## config.mk

```make
export PLATFORM = sky130hd
export DESIGN_NAME = voice_allocator
export DESIGN_NICKNAME = d
export VERILOG_FILES = /design/src/rtl/voice_allocator_pkg.sv /design/src/rtl/voice_allocator_slot.sv /design/src/rtl/voice_allocator.sv
export SDC_FILE = /design/constraint.sdc
export NUM_CORES = 1
export LEC_CHECK = 0
export ABC_CLOCK_PERIOD_IN_PS = 5300
export CAP_MARGIN = 15
export CORE_ASPECT_RATIO = 0.6
export CORE_UTILIZATION = 25
export DETAILED_ROUTE_END_ITERATION = 6
export HOLD_SLACK_MARGIN = 0.03
export SETUP_SLACK_MARGIN = 0.15
export SYNTH_ARGS = -nofsm -noshare
export SYNTH_HDL_FRONTEND = slang
export SYNTH_SLANG_ARGS = --single-unit
```

## constraint.sdc

```tcl
create_clock -name clk -period 5.3 [get_ports clk]
set_input_delay 0.795 -clock clk [delete_from_list [all_inputs] [get_ports clk]]
set_output_delay 0.795 -clock clk [all_outputs]
set_load 0.1 [all_outputs]
```

## src/rtl/voice_allocator_pkg.sv

```systemverilog
// Shared types and constants for the voice allocator: slot state encoding,
// controller states, the latched event record and command-byte layout.
package voice_allocator_pkg;

    // Bit of the per-voice command byte that restarts the oscillator envelope.
    localparam int unsigned ENVELOPE_RESET_BIT = 0;
    // Number of fraction bits in the oscillator frequency word.
    localparam int unsigned FREQ_FIXED_POINT   = 16;
    // Frequency word width carried by the event record.
    localparam int unsigned EV_FREQ_W          = 32;
    // Note number width.
    localparam int unsigned KEY_W              = 7;

    typedef enum logic [1:0] {
        VS_FREE      = 2'd0,
        VS_ACTIVE    = 2'd1,
        VS_RELEASING = 2'd2
    } voice_state_t;

    typedef enum logic [1:0] {
        CT_IDLE   = 2'd0,
        CT_SCAN   = 2'd1,
        CT_COMMIT = 2'd2
    } ctrl_state_t;

    typedef struct packed {
        logic                 note_on;
        logic [KEY_W-1:0]     key;
        logic [EV_FREQ_W-1:0] freq;
    } voice_event_t;

endpackage

```

## src/rtl/voice_allocator_slot.sv

```systemverilog
// One oscillator voice: holds state, key, frequency, saturating age and the
// release-hold counter, and pulses the envelope-reset command on a load.
module voice_allocator_slot
    import voice_allocator_pkg::*;
#(
    parameter int unsigned FREQ_W = EV_FREQ_W,
    parameter int unsigned AGE_W  = 16,
    parameter int unsigned REL_W  = 24
) (
    input  logic               clk,
    input  logic               rstn,
    input  logic               load_on_i,
    input  logic               load_off_i,
    input  logic [KEY_W-1:0]   key_i,
    input  logic [FREQ_W-1:0]  freq_i,
    input  logic [REL_W-1:0]   rel_len_i,
    output voice_state_t       state_o,
    output logic [KEY_W-1:0]   key_o,
    output logic [AGE_W-1:0]   age_o,
    output logic [FREQ_W-1:0]  freq_o,
    output logic [7:0]         cmd_o,
    output logic               enable_o,
    output logic               enable_next_o
);

    localparam logic [AGE_W-1:0] AGE_MAX = '1;

    voice_state_t        state_q, state_d;
    logic [KEY_W-1:0]    key_q, key_d;
    logic [FREQ_W-1:0]   freq_q, freq_d;
    logic [AGE_W-1:0]    age_q, age_d;
    logic [REL_W-1:0]    rel_q, rel_d;
    logic [7:0]          cmd_q, cmd_d;

    // Slot register bank with synchronous active-low reset.
    always_ff @(posedge clk) begin
        if (!rstn) begin
            state_q <= VS_FREE;
            key_q   <= '0;
            freq_q  <= '0;
            age_q   <= '0;
            rel_q   <= '0;
            cmd_q   <= '0;
        end else begin
            state_q <= state_d;
            key_q   <= key_d;
            freq_q  <= freq_d;
            age_q   <= age_d;
            rel_q   <= rel_d;
            cmd_q   <= cmd_d;
        end
    end

    // Background aging/release, overridden by controller load strobes.
    always_comb begin
        state_d = state_q;
        key_d   = key_q;
        freq_d  = freq_q;
        age_d   = age_q;
        rel_d   = rel_q;
        cmd_d   = '0;

        if (state_q != VS_FREE && age_q != AGE_MAX) begin
            age_d = age_q + AGE_W'(1);
        end

        if (state_q == VS_RELEASING) begin
            if (rel_q == '0) begin
                state_d = VS_FREE;
            end else begin
                rel_d = rel_q - REL_W'(1);
            end
        end

        // A commit to this slot wins over its own release/free this cycle.
        if (load_on_i) begin
            state_d                   = VS_ACTIVE;
            key_d                     = key_i;
            freq_d                    = freq_i;
            age_d                     = '0;
            rel_d                     = '0;
            cmd_d[ENVELOPE_RESET_BIT] = 1'b1;
        end else if (load_off_i) begin
            state_d = VS_RELEASING;
            rel_d   = rel_len_i;
        end
    end

    assign state_o       = state_q;
    assign key_o         = key_q;
    assign age_o         = age_q;
    assign freq_o        = freq_q;
    assign cmd_o         = cmd_q;
    assign enable_o      = (state_q != VS_FREE);
    assign enable_next_o = (state_d != VS_FREE);

endmodule

```

## src/rtl/voice_allocator.sv

```systemverilog
// Voice allocator top: accepts note events, scans the slot bank one slot per
// cycle for key match / free / oldest candidates, then commits the event.
module voice_allocator
    import voice_allocator_pkg::*;
#(
    parameter int unsigned N_VOICES = 8,
    parameter int unsigned FREQ_W   = EV_FREQ_W,
    parameter int unsigned AGE_W    = 16,
    parameter int unsigned REL_W    = 24
) (
    input  logic                          clk,
    input  logic                          rstn,
    input  logic                          ev_valid,
    output logic                          ev_ready,
    input  logic                          ev_note_on,
    input  logic [KEY_W-1:0]              ev_key,
    input  logic [FREQ_W-1:0]             ev_freq,
    input  logic [REL_W-1:0]              release_len,
    output logic [N_VOICES-1:0]           voice_enable,
    output logic [N_VOICES*FREQ_W-1:0]    voice_freq,
    output logic [N_VOICES*8-1:0]         voice_cmds,
    output logic [$clog2(N_VOICES):0]     active_count
);

    localparam int unsigned IDX_W = $clog2(N_VOICES);
    localparam int unsigned CNT_W = $clog2(N_VOICES) + 1;
    localparam logic [IDX_W-1:0] LAST_IDX = IDX_W'(N_VOICES - 1);

    ctrl_state_t         st_q, st_d;
    logic                ready_q, ready_d;
    logic [IDX_W-1:0]    idx_q, idx_d;
    voice_event_t        ev_q, ev_d;
    logic                match_vld_q, match_vld_d;
    logic                match_act_q, match_act_d;
    logic [IDX_W-1:0]    match_idx_q, match_idx_d;
    logic                free_vld_q, free_vld_d;
    logic [IDX_W-1:0]    free_idx_q, free_idx_d;
    logic [IDX_W-1:0]    old_idx_q, old_idx_d;
    logic [AGE_W-1:0]    old_age_q, old_age_d;
    logic [CNT_W-1:0]    cnt_q, cnt_d;

    voice_state_t        slot_state [N_VOICES];
    logic [KEY_W-1:0]    slot_key   [N_VOICES];
    logic [AGE_W-1:0]    slot_age   [N_VOICES];
    logic [N_VOICES-1:0] load_on, load_off, enable_nx;
    logic [IDX_W-1:0]    tgt;

    voice_state_t        cur_state;
    logic [KEY_W-1:0]    cur_key;
    logic [AGE_W-1:0]    cur_age;

    for (genvar g = 0; g < N_VOICES; g++) begin : g_slot
        voice_allocator_slot #(
            .FREQ_W (FREQ_W),
            .AGE_W  (AGE_W),
            .REL_W  (REL_W)
        ) u_slot (
            .clk           (clk),
            .rstn          (rstn),
            .load_on_i     (load_on[g]),
            .load_off_i    (load_off[g]),
            .key_i         (ev_q.key),
            .freq_i        (ev_q.freq),
            .rel_len_i     (release_len),
            .state_o       (slot_state[g]),
            .key_o         (slot_key[g]),
            .age_o         (slot_age[g]),
            .freq_o        (voice_freq[g*FREQ_W +: FREQ_W]),
            .cmd_o         (voice_cmds[g*8 +: 8]),
            .enable_o      (voice_enable[g]),
            .enable_next_o (enable_nx[g])
        );
    end

    assign cur_state = slot_state[idx_q];
    assign cur_key   = slot_key[idx_q];
    assign cur_age   = slot_age[idx_q];

    // Controller and candidate registers; reset aborts any event in flight.
    always_ff @(posedge clk) begin
        if (!rstn) begin
            st_q        <= CT_IDLE;
            ready_q     <= 1'b0;
            idx_q       <= '0;
            ev_q        <= '0;
            match_vld_q <= 1'b0;
            match_act_q <= 1'b0;
            match_idx_q <= '0;
            free_vld_q  <= 1'b0;
            free_idx_q  <= '0;
            old_idx_q   <= '0;
            old_age_q   <= '0;
            cnt_q       <= '0;
        end else begin
            st_q        <= st_d;
            ready_q     <= ready_d;
            idx_q       <= idx_d;
            ev_q        <= ev_d;
            match_vld_q <= match_vld_d;
            match_act_q <= match_act_d;
            match_idx_q <= match_idx_d;
            free_vld_q  <= free_vld_d;
            free_idx_q  <= free_idx_d;
            old_idx_q   <= old_idx_d;
            old_age_q   <= old_age_d;
            cnt_q       <= cnt_d;
        end
    end

    // Next-state logic: accept, scan one slot per cycle, commit to target.
    always_comb begin
        st_d        = st_q;
        idx_d       = idx_q;
        ev_d        = ev_q;
        match_vld_d = match_vld_q;
        match_act_d = match_act_q;
        match_idx_d = match_idx_q;
        free_vld_d  = free_vld_q;
        free_idx_d  = free_idx_q;
        old_idx_d   = old_idx_q;
        old_age_d   = old_age_q;
        load_on     = '0;
        load_off    = '0;
        tgt         = '0;

        case (st_q)
            CT_IDLE: begin
                if (ev_valid && ready_q) begin
                    ev_d.note_on = ev_note_on;
                    ev_d.key     = ev_key;
                    ev_d.freq    = ev_freq;
                    st_d         = CT_SCAN;
                    idx_d        = '0;
                    match_vld_d  = 1'b0;
                    match_act_d  = 1'b0;
                    free_vld_d   = 1'b0;
                    old_idx_d    = '0;
                    old_age_d    = '0;
                end
            end
            CT_SCAN: begin
                if (!match_vld_q && cur_state != VS_FREE && cur_key == ev_q.key) begin
                    match_vld_d = 1'b1;
                    match_act_d = (cur_state == VS_ACTIVE);
                    match_idx_d = idx_q;
                end
                if (!free_vld_q && cur_state == VS_FREE) begin
                    free_vld_d = 1'b1;
                    free_idx_d = idx_q;
                end
                if (idx_q == '0 || cur_age > old_age_q) begin
                    old_idx_d = idx_q;
                    old_age_d = cur_age;
                end
                if (idx_q == LAST_IDX) begin
                    st_d = CT_COMMIT;
                end else begin
                    idx_d = idx_q + IDX_W'(1);
                end
            end
            CT_COMMIT: begin
                st_d = CT_IDLE;
                if (ev_q.note_on) begin
                    if (match_vld_q) begin
                        tgt = match_idx_q;
                    end else if (free_vld_q) begin
                        tgt = free_idx_q;
                    end else begin
                        tgt = old_idx_q;
                    end
                    load_on[tgt] = 1'b1;
                end else if (match_vld_q && match_act_q) begin
                    load_off[match_idx_q] = 1'b1;
                end
            end
            default: begin
                st_d = CT_IDLE;
            end
        endcase
    end

    // ev_ready is registered from the next controller state so it is low in reset.
    always_comb begin
        ready_d = (st_d == CT_IDLE);
    end

    // Popcount of next-cycle enables keeps active_count aligned with voice_enable.
    always_comb begin
        cnt_d = '0;
        for (int unsigned i = 0; i < N_VOICES; i++) begin
            cnt_d = cnt_d + CNT_W'(enable_nx[i]);
        end
    end

    assign ev_ready     = ready_q;
    assign active_count = cnt_q;

endmodule

```

==> flow_summary_export.csv <==
group,metric,value,unit
outcome,status,"finished clean",
power,vdd_ir_drop_max,250,µV
logic_synthesis,synthTopCellsByCount,"nand2_1 (868), dfxtp_1 (734), a21oi_1 (541)",
setup_path,cp_cell_sequence,"inv_1 > ha_1 > or4b_4 > nor4_2 > buf_4 > a31oi_2 > or4_4 > fa_1 > inv_1 > fa_1 > fa_1 > inv_1 > ha_1 > inv_1 > fa_1 > xor2_1 > nor2_1",
clock_network,cts.reportedPaths.clkPinSlew,70,ps
setup_path,path_class,"register to register",
sta,tightest_slew,1190,ps
power,internal-power,0.00905,W
power,power_frac_comb,4.6,%
setup_path,worst_setup_path_start_kind,"register",
floorplan,start_util,25.3,%
detailed_routing,drt_pass1_iterations,7,
floorplan,io_pins,400,
cells_and_area,drive_above_1_share,6.58,%
logic_synthesis,ys_ff_latch,734,
clock_network,clk_path_buf_depth,3,
floorplan,die_w,474,µm
power,powerDensity,294,mW/mm²
grt,grt_pass1_wl,176000,µm
detailed_routing,num_vias,29500,
detailed_routing,vias_per_cell,4.82,
setup_path,cpPeakStageDelay,560,ps
worst_hold_path,hold_depth,2,
sta,timing_hold_violations_final,0,
grt,grt_pass1_vias,26600,
logic_synthesis,synth_edf_count,0,
setup_path,path_buf_inv,5,
place,io_buffers,343,
setup_path,cp_max_fo,5,
logic_synthesis,syn_area,0.0334,mm²
floorplan,dieArea,0.135,mm²
logic_synthesis,synthCells,4085,
clock_network,tritoncts,"done",
logic_synthesis,async_flop_share,0,%
clock_network,cts_buffers,78,
place,dpl.hpwl,82500,µm
sta,setup_viol,0,
worst_hold_path,min_to,"g_slot[7].u_slot.freq_o[5]",
floorplan,core_area,0.132,mm²
sta,slew_headroom,19.3,%
detailed_routing,ant_nets,0,
cells_and_area,area_delta_synth_final,22.5,%
logic_synthesis,netlist.area_leader.share,44.0,%
floorplan,rows,103,
grt,grt_use_total,17.2,%
grt,grt_max_degree,201,
setup_path,critPathArrivalTime,5400,ps
place,pre_cts_slack,259,ps
logic_synthesis,yosysWarnings,0,
detailed_routing,wl,120000,µm
clock_network,htree_levels,3,
grt,grt_overflow,0,
power,pwr-share-clk,48.7,%
worst_hold_path,hold_path_startpoint,"g_slot[7].u_slot.freq_o[5]",
setup_path,worst_setup_path_end_kind,"register",
clock_network,cts_sinks,734,
power,power,0.0120,W
sta,clock_skew,33.5,ps
place,globalplace.congestion,0.905,
power,p_sw,0.00296,W
power,p_leak,13.7,nW
cells_and_area,fin_nets,4386,
detailed_routing,wl_per_cell,19.7,µm
logic_synthesis,yosysSeqAreaShare,44.0,%
sta,setup_ws,445,ps
setup_path,slowest_stage,"or4_4",
detailed_routing,drc_errors,0,
clock_network,cts_setup_buffers,0,
logic_synthesis,synth_area_per_cell,8.17,µm²
logic_synthesis,synth.most_common_cell,"nand2_1",
setup_path,r2r_slack,450,ps
sta,setup-tns-final,0,ps
sta,whs,452,ps
logic_synthesis,synth_cell_types,69,
setup_path,critical_path_required,5850,ps
worst_hold_path,holdCritPathClass,"register to register",
setup_path,crit_family,"adder cells",
power,seqPwrFrac,46.7,%
power,p_sw_share,24.6,%
clock_network,clock_latency,680,ps
sta,rsz0062_at_grt,"no",
clock_network,cts_hold_buffers,0,
sta,drv_slew,0,
logic_synthesis,synth_ff_type,"dfxtp_1",
setup_path,r2r-end,"active_count[2]",
sta,fin_crit,4850,ps
detailed_routing,drtIter0Drc,3081,
clock_network,cts-root-buf,"clkbuf_16",
grt,antenna_found_initial,8,
logic_synthesis,synth.area.top_cells,"dfxtp_1 (44%), nand2_1 (9.8%), a21oi_1 (8.1%)",
floorplan,die_h,285,µm
sta,fmax,206,MHz
run,cap_violations,0,
setup_path,r2r-start,"g_slot[0].u_slot.rel_q[1]",
logic_synthesis,synth_top_area_cell,"dfxtp_1",
sta,min_period_over_period,91.6,%
setup_path,reg2reg_depth,17,
worst max-delay path by stage:
stage	startpoint	to	slack, ps	cells after the start
after floorplan	g_slot[0].u_slot.rel_q[0]	active_count[2]	490	16
after global placement	g_slot[0].u_slot.rel_q[1]	active_count[2]	220	17
after detailed placement	g_slot[0].u_slot.rel_q[1]	active_count[2]	260	17
after CTS	g_slot[0].u_slot.rel_q[1]	active_count[2]	230	17
after global routing	g_slot[3].u_slot.rel_q[5]	active_count[2]	180	14
final	g_slot[0].u_slot.rel_q[1]	active_count[2]	450	17
sequential cells by signal, indices dropped and copies added (netlist names), 2 cells and up:
| register | count |
|---|---|
| old_age_q | 16 |
| old_idx_q | 3 |
| g_slot.u_slot.key_o | 56 |
| ev_q | 40 |
| g_slot.u_slot.cmd_o | 8 |
| free_idx_q | 3 |
| idx_q | 3 |
| st_q | 2 |
| g_slot.u_slot.freq_o | 256 |
| g_slot.u_slot.age_o | 128 |
| g_slot.u_slot.state_o | 16 |
| active_count | 4 |
| g_slot.u_slot.rel_q | 192 |
| match_idx_q | 3 |
kinds of logic (layout without fill, tap and decap cells):
logic type,count (synthesis),after routing,synth area share (%)
AOI/OAI and AO/OA,831,831,13.4
xor gates and xnor gates,287,287,7.54
adders and majority gates,44,44,1.74
buffers and inverters,403,594,5.32
DFF,734,734,44.0
muxes,113,113,4.98
other,1,59,0.0112
and+or+nand+nor,1672,1672,23.0
timing repair:
action                                  4_1_cts  5_1_grt
endpoints found under the hold margin         0        0
gates resized for setup                       0        4
endpoints found under the setup margin        0        2
worst register-to-register path: stages, from the launching register on:
cell and delay [ps]:
dfxtp_1 350, inv_1 70, ha_1 200, or4b_4 510, nor4_2 190, buf_4 180
a31oi_2 150, or4_4 570, fa_1 550, inv_1 60, fa_1 510, fa_1 490
inv_1 70, ha_1 170, inv_1 60, fa_1 380, xor2_1 180, nor2_1 60
layout by cell type, fill, tap and decap left out, types with 32 or more instances in the layout:
cell type,synthesis,routed
clkdlybuf4s50_1,0,341
nand4_1,58,58
xnor2_1,136,136
mux4_2,41,41
inv_1,58,58
dfxtp_1,734,732
a21oi_1,541,541
nand2_1,868,860
conb_1,1,56
ha_1,40,40
nor3_1,75,74
clkbuf_16,0,78
nor2_1,285,285
buf_4,64,53
a211oi_1,36,36
o21ai_0,169,169
xor2_1,151,151
and3_1,34,32
nand3_1,93,93
mux2i_1,57,57
or4_1,37,36
nor4_1,48,43
power by group through the flow:
stage	logic [W]	clock network (W)	registers (W)
4_1_cts	0.000547	0.00598	0.00561
5_1_grt	0.000578	0.00620	0.00561
3_5_place_dp	0.000546	0	0.00574
6_report	0.000552	0.00585	0.00561
3_3_place_gp	0.000546	0	0.00574
2_1_floorplan	0.000420	0	0.00567
per-layer routing:
| metal | share of wire, % | vias to the layer above | GRT usage (%) | routed length, µm |
|---|---|---|---|---|
| met4 | 2.1 | 0 | 3.91 | 2470 |
| met3 | 8.5 | 148 | 4.30 | 10200 |
| met1 | 48 | 14100 | 25.5 | 57800 |
| met5 | 0 | - | 0 | 0 |
| li1 | - | 14200 | - | - |
| met2 | 41 | 1023 | 24.8 | 49900 |
cell type report:
cell class | count | area [µm²]
fillers | 13800 | 91100
repair buffers | 399 | 3870
inverters | 59 | 229
diodes | 3 | 7.51
multi-input cells | 3003 | 17200
clock buffers | 107 | 2200
clock inverters | 29 | 447
well taps | 1785 | 2230
flip-flops and latches | 734 | 14700
metrics by stage:
step	instance area [µm²]	std cells	utilization [%]
finish	40900	6119	31.0
global route	40900	6116	31.0
CTS	40800	6113	30.9
detailed placement	38200	5977	28.9
global placement	38200	5977	28.9
floorplan	33600	4140	-
Note: power is estimated with default switching activity, not from simulation.
